===== config.mk =====
export PLATFORM = sky130hd
export DESIGN_NAME = spi_ram_burst
export DESIGN_NICKNAME = d
export VERILOG_FILES = /design/src/rtl/spi_ram_pkg.sv /design/src/rtl/spi_ram_mem.sv /design/src/rtl/spi_ram_burst.sv
export SDC_FILE = /design/constraint.sdc
export NUM_CORES = 2
export LEC_CHECK = 0
export ABC_AREA = 1
export BUFFER_PORTS_ARGS = -buffer_cell sky130_fd_sc_hd__buf_4
export CORE_UTILIZATION = 45
export DETAILED_ROUTE_END_ITERATION = 10
export PLACE_DENSITY = 0.65
export SETUP_SLACK_MARGIN = 0.5
export SLEW_MARGIN = 20
export SYNTH_ARGS = -nofsm -noshare
export SYNTH_HDL_FRONTEND = slang
export SYNTH_SLANG_ARGS = --single-unit

===== constraint.sdc =====
create_clock -name clk -period 4.7 [get_ports clk]
set_input_delay 0.94 -clock clk [delete_from_list [all_inputs] [get_ports clk]]
set_output_delay 0.94 -clock clk [all_outputs]
set_load 0.01 [all_outputs]

===== src/rtl/spi_ram_pkg.sv =====
// Shared opcode encoding and pointer arithmetic for the SPI-side RAM controller.
package spi_ram_pkg;

    typedef logic [1:0] opcode_t;

    localparam opcode_t OP_WADDR = 2'b00;
    localparam opcode_t OP_WDATA = 2'b01;
    localparam opcode_t OP_RADDR = 2'b10;
    localparam opcode_t OP_RDATA = 2'b11;

    // Advance a pointer by one, wrapping to zero after the last valid word.
    function automatic int unsigned wrap_inc(input int unsigned ptr, input int unsigned depth);
        return (ptr == depth - 32'd1) ? 32'd0 : ptr + 32'd1;
    endfunction

endpackage


===== src/rtl/spi_ram_mem.sv =====
// Single-port synchronous RAM, DEPTH x DATA_W, with a registered read port.
module spi_ram_mem #(
    parameter int DATA_W = 8,
    parameter int ADDR_W = 8,
    parameter int DEPTH  = 256
) (
    input  logic              clk,
    input  logic              we,
    input  logic              re,
    input  logic [ADDR_W-1:0] addr,
    input  logic [DATA_W-1:0] wdata,
    output logic [DATA_W-1:0] rdata
);

    logic [DATA_W-1:0] mem [DEPTH];

    // NOTE: the array and rdata carry no reset; resetting a RAM would stop it
    // mapping onto block memory, and the controller masks rdata after reset.
    always_ff @(posedge clk) begin
        if (we) mem[addr] <= wdata;
        if (re) rdata <= mem[addr];
    end

endmodule


===== src/rtl/spi_ram_burst.sv =====
// SPI-side RAM controller: decodes opcode+payload command words into pointer
// loads, writes and reads, with optional auto-increment burst addressing.
module spi_ram_burst
    import spi_ram_pkg::*;
#(
    parameter  int DATA_W   = 8,
    parameter  int ADDR_W   = 8,
    parameter  int DEPTH    = 256,
    parameter  int AUTO_INC = 1,
    localparam int PLD_W    = (ADDR_W > DATA_W) ? ADDR_W : DATA_W
) (
    input  logic              clk,
    input  logic              rst_n,
    input  logic [PLD_W+1:0]  din,
    input  logic              rx_valid,
    output logic [DATA_W-1:0] dout,
    output logic              tx_valid,
    output logic              addr_err,
    output logic [ADDR_W-1:0] wr_ptr,
    output logic [ADDR_W-1:0] rd_ptr
);

    localparam logic [ADDR_W:0] DEPTH_X = (ADDR_W+1)'(DEPTH);
    localparam bit              INC     = (AUTO_INC != 0);

    opcode_t           op;
    logic [ADDR_W-1:0] ld_addr;
    logic [DATA_W-1:0] wr_data;
    logic              ld_ok;

    assign op      = din[PLD_W+1:PLD_W];
    assign ld_addr = din[ADDR_W-1:0];
    assign wr_data = din[DATA_W-1:0];
    assign ld_ok   = {1'b0, ld_addr} < DEPTH_X;

    logic wr_en, rd_en, wa_ld, ra_ld, ld_bad;

    // NOTE: every output of this block is defaulted first so no path leaves a
    // signal unassigned, which would otherwise infer a latch.
    always_comb begin
        wr_en  = 1'b0;
        rd_en  = 1'b0;
        wa_ld  = 1'b0;
        ra_ld  = 1'b0;
        ld_bad = 1'b0;
        if (rx_valid) begin
            unique case (op)
                OP_WADDR: begin
                    wa_ld  = ld_ok;
                    ld_bad = !ld_ok;
                end
                OP_WDATA: wr_en = 1'b1;
                OP_RADDR: begin
                    ra_ld  = ld_ok;
                    ld_bad = !ld_ok;
                end
                OP_RDATA: rd_en = 1'b1;
            endcase
        end
    end

    logic [ADDR_W-1:0] wr_next, rd_next;
    assign wr_next = ADDR_W'(wrap_inc(32'(wr_ptr), DEPTH));
    assign rd_next = ADDR_W'(wrap_inc(32'(rd_ptr), DEPTH));

    // Set by the first read after reset; until then dout shows zero instead of
    // the unreset RAM read register.
    logic rd_seen;

    // NOTE: state is updated with non-blocking assignments so every register
    // samples the pre-edge values, e.g. a write uses wr_ptr before it advances.
    always_ff @(posedge clk or negedge rst_n) begin
        if (!rst_n) begin
            wr_ptr   <= '0;
            rd_ptr   <= '0;
            tx_valid <= 1'b0;
            addr_err <= 1'b0;
            rd_seen  <= 1'b0;
        end else begin
            tx_valid <= rd_en;
            addr_err <= ld_bad;
            if (rd_en) rd_seen <= 1'b1;

            if (wa_ld)             wr_ptr <= ld_addr;
            else if (wr_en && INC) wr_ptr <= wr_next;

            if (ra_ld)             rd_ptr <= ld_addr;
            else if (rd_en && INC) rd_ptr <= rd_next;
        end
    end

    logic [ADDR_W-1:0] ram_addr;
    logic [DATA_W-1:0] ram_rdata;

    assign ram_addr = wr_en ? wr_ptr : rd_ptr;

    spi_ram_mem #(
        .DATA_W (DATA_W),
        .ADDR_W (ADDR_W),
        .DEPTH  (DEPTH)
    ) u_mem (
        .clk   (clk),
        .we    (wr_en),
        .re    (rd_en),
        .addr  (ram_addr),
        .wdata (wr_data),
        .rdata (ram_rdata)
    );

    assign dout = rd_seen ? ram_rdata : '0;

endmodule

* After elaboration in Yosys (flattened, before gate mapping)
Memory sizes are Yosys's and may differ from the RTL's. A register that Yosys moved wholly into a read port is not among the register bits. Index checks and enable logic that the tools add are counted. Widths: inputs -> output; s select.
Word-level totals: logic and storage cells 33, output and inout port bits 26, memories kept 1, bits in registers 18, RAM bits 2048, input bits 13
Cells by class: mux-type cells 18, reduce and logical (&&, ||, !) cells 3, add/sub/neg operators 2, equality and inequality tests 5
Memory list:
- u_mem.mem | words 256, bits a word 8, read ports 1, clocked after memory_dff 1, write ports 1, line spi_ram_mem.sv:15 | logic [DATA_W-1:0] mem [DEPTH];
Operators by type and width (count):
- $mux 8 | 8
- $add 8x1->8 const B | 2
- $eq 8x8->1 const B | 2
- $mux 1 | 10
- $eq 2x2->1 const B | 2
- $reduce_bool 2->1 | 2
- $eq 2x1->1 const B | 1
- $logic_not 2->1 | 1

* Depth between registers and ports, before layout
depth after elaboration 5, gate-level depth with buffers 20, depth with buffers taken out 16

* Cells and area by module
From an unflattened synthesis, not the netlist that was laid out.
Unflattened totals: cells, all modules 8208, area total of the unflattened synthesis 86206.4 um2
By module, submodules not included:
- spi_ram_mem | seq. area each 61739.2 um2, times used 1, cells each 8021, area an instance 84936.5 um2
- spi_ram_burst | seq. area each 450.4 um2, times used 1, cells each 187, area an instance 1270.0 um2

* Worst setup path before layout
Ideal clock, no wire load.
path type input port to flip-flop, start point input port din[8], end point memory u_mem.mem[118][0], enable pin, setup slack 1.443 ns, stages 10, buffers on the path 4, library setup time 0.370 ns, data arrival time 2.887 ns, data required time 4.330 ns, cell sequence buf_2 -> nand3_4 -> buf_4 -> o21ai_2 -> inv_2 -> nor2_2 -> buf_2 -> nand2_1 -> clkbuf_1 -> nor2_1
Between the ends: longest elaborated chain between the ends 5, elaborated cells between the ends (all ways) 6, classes of those cells eq/ne (1); mux (5)
RTL lines:
- start, declared | line spi_ram_burst.sv:14 | input logic [PLD_W+1:0] din,
- $eq 2x1->1 (*) | line spi_ram_burst.sv:47 | unique case (op)
- $mux 1 (*) | line spi_ram_burst.sv:47
- $mux 1 (*) | line spi_ram_burst.sv:46 | if (rx_valid) begin
- $mux 1 | line spi_ram_mem.sv:20 | if (we) mem[addr] <= wdata;
- $mux 1 (not written as such) | line spi_ram_mem.sv:20
- end, declared | line spi_ram_mem.sv:15
Every way passes the cells marked *; elsewhere a longest branch is shown, timed or not.

* Worst setup path after layout
start point input port din[9], end point register u_mem.rdata[0] (read register of u_mem.mem), data pin
Between the ends: longest elaborated chain between the ends 4, elaborated cells between the ends (all ways) 7, classes of those cells eq/ne (2); mux (5)
RTL lines:
- $eq 2x1->1 | line spi_ram_burst.sv:47
- $mux 1 | line spi_ram_burst.sv:47
- $mux 1 | line spi_ram_burst.sv:46
- $mux 8 | line spi_ram_burst.sv:95 | assign ram_addr = wr_en ? wr_ptr : rd_ptr;
- end, declared | line spi_ram_mem.sv:12 | output logic [DATA_W-1:0] rdata
Several ways; a longest one is shown, not always the timed one. A chain may end at the register's enable or synchronous reset.

==> metrics.md <==
| Metric | Value |
|---|---|
| Status | `complete, no violations` |
| WP buf/inv | `7` |
| Share of cells above drive strength 1 | `around 8.4%` |
| Overflow after GRT | `0` |
| Cell family with most CP delay | `buffers and inverters` |
| Final Max Tran Viols | `0` |
| Met2 Use GR | `a little under two fifths` |
| Worst setup EP type | `register` |
| Antenna-violating nets left | `0` |
| Placed cell areas | `roughly 0.093 sq mm` |
| Slowest cell delay on critical path | `approximately 520 ps` |
| H-tree depth | `4` |
| Cells after Synth | `about 8500` |
| Lkg Pwr | `slightly above 40 nW` |
| Post-Route WL | `237000 microns` |
| HPWL after detailed placement | `139000 microns` |
| Clock Skew | `34.6 ps` |
| Final worst slack | `809 ps` |
| Number of clock sinks | `between 2000 and 2500` |
| Syn_nets | `approximately 8600` |
| CTS tree | `built` |
| Fin nets | `8761` |
| Die Y | `roughly 440 microns` |
| Port Buffers | `37` |
| Initial antenna violation count | `4` |
| Latest clock arrival within the worst-skew pair | `860 ps` |
| Number of global-route vias before repair | `around 58000` |
| Total CTS buffers | `between 200 and 250` |
| 1st-pass router iterations | `6` |
| Startpoint Class | `primary input` |
| Power density over the cells | `roughly 460 mW/mm^2` |
| # Post-CTS Setup Buffers | `0` |
| WL/cell | `20.7 microns` |
| Reg2reg setup slack | `roughly 930 ps` |
| Largest net degree at the start of global routing | `199` |
| Clk pin slew, worst setup/hold paths | `~60 ps` |
| CP Data Required Time | `around 5400 ps` |
| Critical path class | `primary input to register` |
| Via count | `around 60000` |
| Initial DRC count | `between 6000 and 7000` |
| Post-synthesis cell area | `0.0873 sq mm` |
| YS warnings | `0` |
| Max rail drop VDD | `0.000310 V` |
| HP Class | `primary input to register` |
| M1 GR Usage | `about a third` |
| Multi-input gate area | `approximately 0.023 sq mm` |
| Slowest CP cell | `buf_4` |
| Vias per cell | `about 5.2` |
| Final Wtd Congestion | `slightly below 0.9` |
| Stages on the worst setup path | `18` |
| Worst rel slew slack | `approximately 23%` |
| DRC | `0` |
| CTS Buffer Depth | `3` |
| Post-layout min period | `3890 ps` |
| Tcrit/Tclk final | `82.8%` |
| First-pass GRT wire length | `355000 microns` |
| M3 GR Usage | `under 10%` |
| Num rows | `about 160` |
| GRT Total Usage | `roughly a quarter` |
| Io pins | `39` |
| Flip-flop and latch count after synthesis | `a little over 2000` |
| Core area | `around 0.19 sq mm` |
| Register area | `~0.062 sq mm` |
| Hold_buf cts | `1` |
| Pre-CTS setup slack | `39.9 ps` |
| Die Span X | `around 440 microns` |
| Final Hold Viols | `0` |
| Library cells used by synthesis | `33` |
| RSZ-0062 raised after global routing | `false` |
| Final setup vio count | `0` |
| R2R depth | `15` |
| GRT busiest layer | `met2` |
| Area Overhead vs Synth | `13.4%` |
| Worst-path fanout max | `54` |
| Syn avg cell area | `10.2 sq um` |
| Post-cts sizing count | `0` |
| Hold depth | `4` |
| Worst-Margin Slew | `1150 ps` |
| Max-cap viol count | `0` |
| Sequential-to-total area share from yosys stat | `between 70 and 80%` |
| Die Area | `around 0.2 sq mm` |
| Post-route cell area | `between 0.09 and 0.1 sq mm` |
| Initial Util | `between 40% and 50%` |
| CTS root buf | `clkbuf_16` |
| Filler cells | `16800` |
| Fmax | `between 200 and 300 MHz` |
| Setup tns final | `0 ps` |
| Worst path cell trace | `buf_4 -> inv_2 -> nand3_4 -> buf_4 -> o21ai_1 -> buf_4 -> inv_1 -> nor2_4 -> buf_12 -> buf_4 -> nand2_1 -> nand2_1 -> o21ai_1 -> nand2_1 -> nor2_1 -> nor2_1 -> nor2_1 -> nand2_1` |
| Crit path DAT | `about 4600 ps` |
-- final cells by class --
| cell class | count | share of cell area, % |
|---|---|---|
| clock buffer | 238 | 5.24 |
| inverter | 74 | 0.288 |
| multi-input combinational | 5955 | 23.3 |
| sequential | 2074 | 62.8 |
| timing repair buffer | 439 | 3.88 |
| antenna | 4 | 0.0101 |
| tap | 2526 | 3.19 |
| clock inverter | 135 | 1.30 |
-- synthesized netlist by cell type --
cell | instances | share of area [%]
nand2_1 | 5185 | 22
edfxtp_1 | 2056 | 71
nor2_1 | 380 | 1.6
clkbuf_1 | 235 | 1.0
nand3_1 | 191 | 1.1
buf_2 | 149 | 0.85
o21ai_1 | 133 | 0.76
inv_1 | 64 | 0.28
buf_1 | 50 | 0.21
dfrtp_1 | 18 | 0.52
a21oi_1 | 15 | 0.086
buf_4 | 10 | 0.086
inv_2 | 10 | 0.043
o21ai_0 | 10 | 0.057
a22oi_1 | 7 | 0.060
nor3_1 | 7 | 0.040
nand2_2 | 4 | 0.029
nor2_4 | 4 | 0.052
or2_2 | 3 | 0.021
ha_1 | 2 | 0.029
nor2_2 | 2 | 0.014
o211ai_1 | 2 | 0.017
xor2_1 | 2 | 0.020
a21oi_2 | 1 | 0.010
buf_6 | 1 | 0.013
clkbuf_2 | 1 | 0.0057
conb_1 | 1 | 0.0043
nand2_4 | 1 | 0.013
nand3_4 | 1 | 0.020
nand4_1 | 1 | 0.0072
o21ai_2 | 1 | 0.010
o311ai_0 | 1 | 0.010
o31ai_1 | 1 | 0.0086
-- logic make-up after synthesis --
family                   Yosys count  synth area share [%]
adder cells (fa/ha/maj)            2                0.0287
flip-flops                      2074                  71.2
buffers and inverters            520                  2.50
XOR/XNOR                           2                0.0201
AO/OA/AOI/OAI                    171                  1.02
AND/OR/NAND/NOR                 5779                  25.2
other                              1               0.00429
-- path summary, 6_finish.rpt --
kind                                  endpoint  startpoint
worst min register to register       rd_ptr[6]   rd_ptr[6]
worst max-delay path            u_mem.rdata[0]      din[9]
worst min-delay path                 rd_ptr[4]      din[8]
max in group asynchronous            wr_ptr[4]       rst_n
min in group asynchronous             tx_valid       rst_n
worst max register to register  u_mem.rdata[0]   wr_ptr[1]
-- stage by stage --
step           utilization (%)  power [mW]  hold slack [ps]  std cells
4_1_cts                   51.4        45.6              443      11400
2_1_floorplan                -        26.3              601       8549
3_3_place_gp              48.0        29.7              626      11100
5_1_grt                   51.4        47.2              495      11400
6_report                  51.4        45.5              504      11400
3_5_place_dp              48.0        29.8              635      11100
-- flip-flops by register name (all words and copies together), names as in the netlist --
register,count
tx_valid,1
u_mem.mem,2048
wr_ptr,8
rd_ptr,8
rd_seen,1
u_mem.rdata,8
-- metal layers --
metal | wire (microns) | share of wire, %
met3 | 18700 | 7.9
met4 | 8710 | 3.7
met5 | 0 | 0
met2 | 111000 | 47
met1 | 98500 | 42
-- worst min-delay path, cell delays in order --
cell	delay (ps)
buf_4	140
nor2_1	100
nand2_1	60
o21ai_0	80
-- power by group --
group          total (mW)  switching (mW)  internal (mW)  leakage (nW)
logic                9.01            6.71           2.31          18.7
registers            20.5          0.0696           20.4          18.7
clock network        15.9            7.05           8.90          3.15
-- placed cells by master (no fill, tap or decap), types with 2 or more instances in the layout --
cell type,Yosys,routed
nand2_4,1,2
inv_1,64,64
a21oi_1,15,15
nand2_1,5185,5183
nand2_2,4,3
clkinvlp_4,0,6
ha_1,2,2
inv_2,10,9
nand2_8,0,2
nand3_1,191,191
clkinv_2,0,35
diode_2,0,4
clkbuf_1,235,36
o21ai_1,133,132
clkbuf_16,0,202
nor2_4,4,11
buf_4,10,391
o211ai_1,2,2
buf_12,0,38
edfxtp_1,2056,2056
a22oi_1,7,7
clkinv_8,0,5
nor2_1,380,374
bufinv_16,0,18
inv_16,0,3
clkinv_16,0,4
nor3_1,7,7
dfrtp_1,18,18
xor2_1,2,2
or2_2,3,3
clkinv_1,0,60
inv_6,0,3
buf_8,0,8
o21ai_0,10,10
Power figures use the tool's default switching activity.
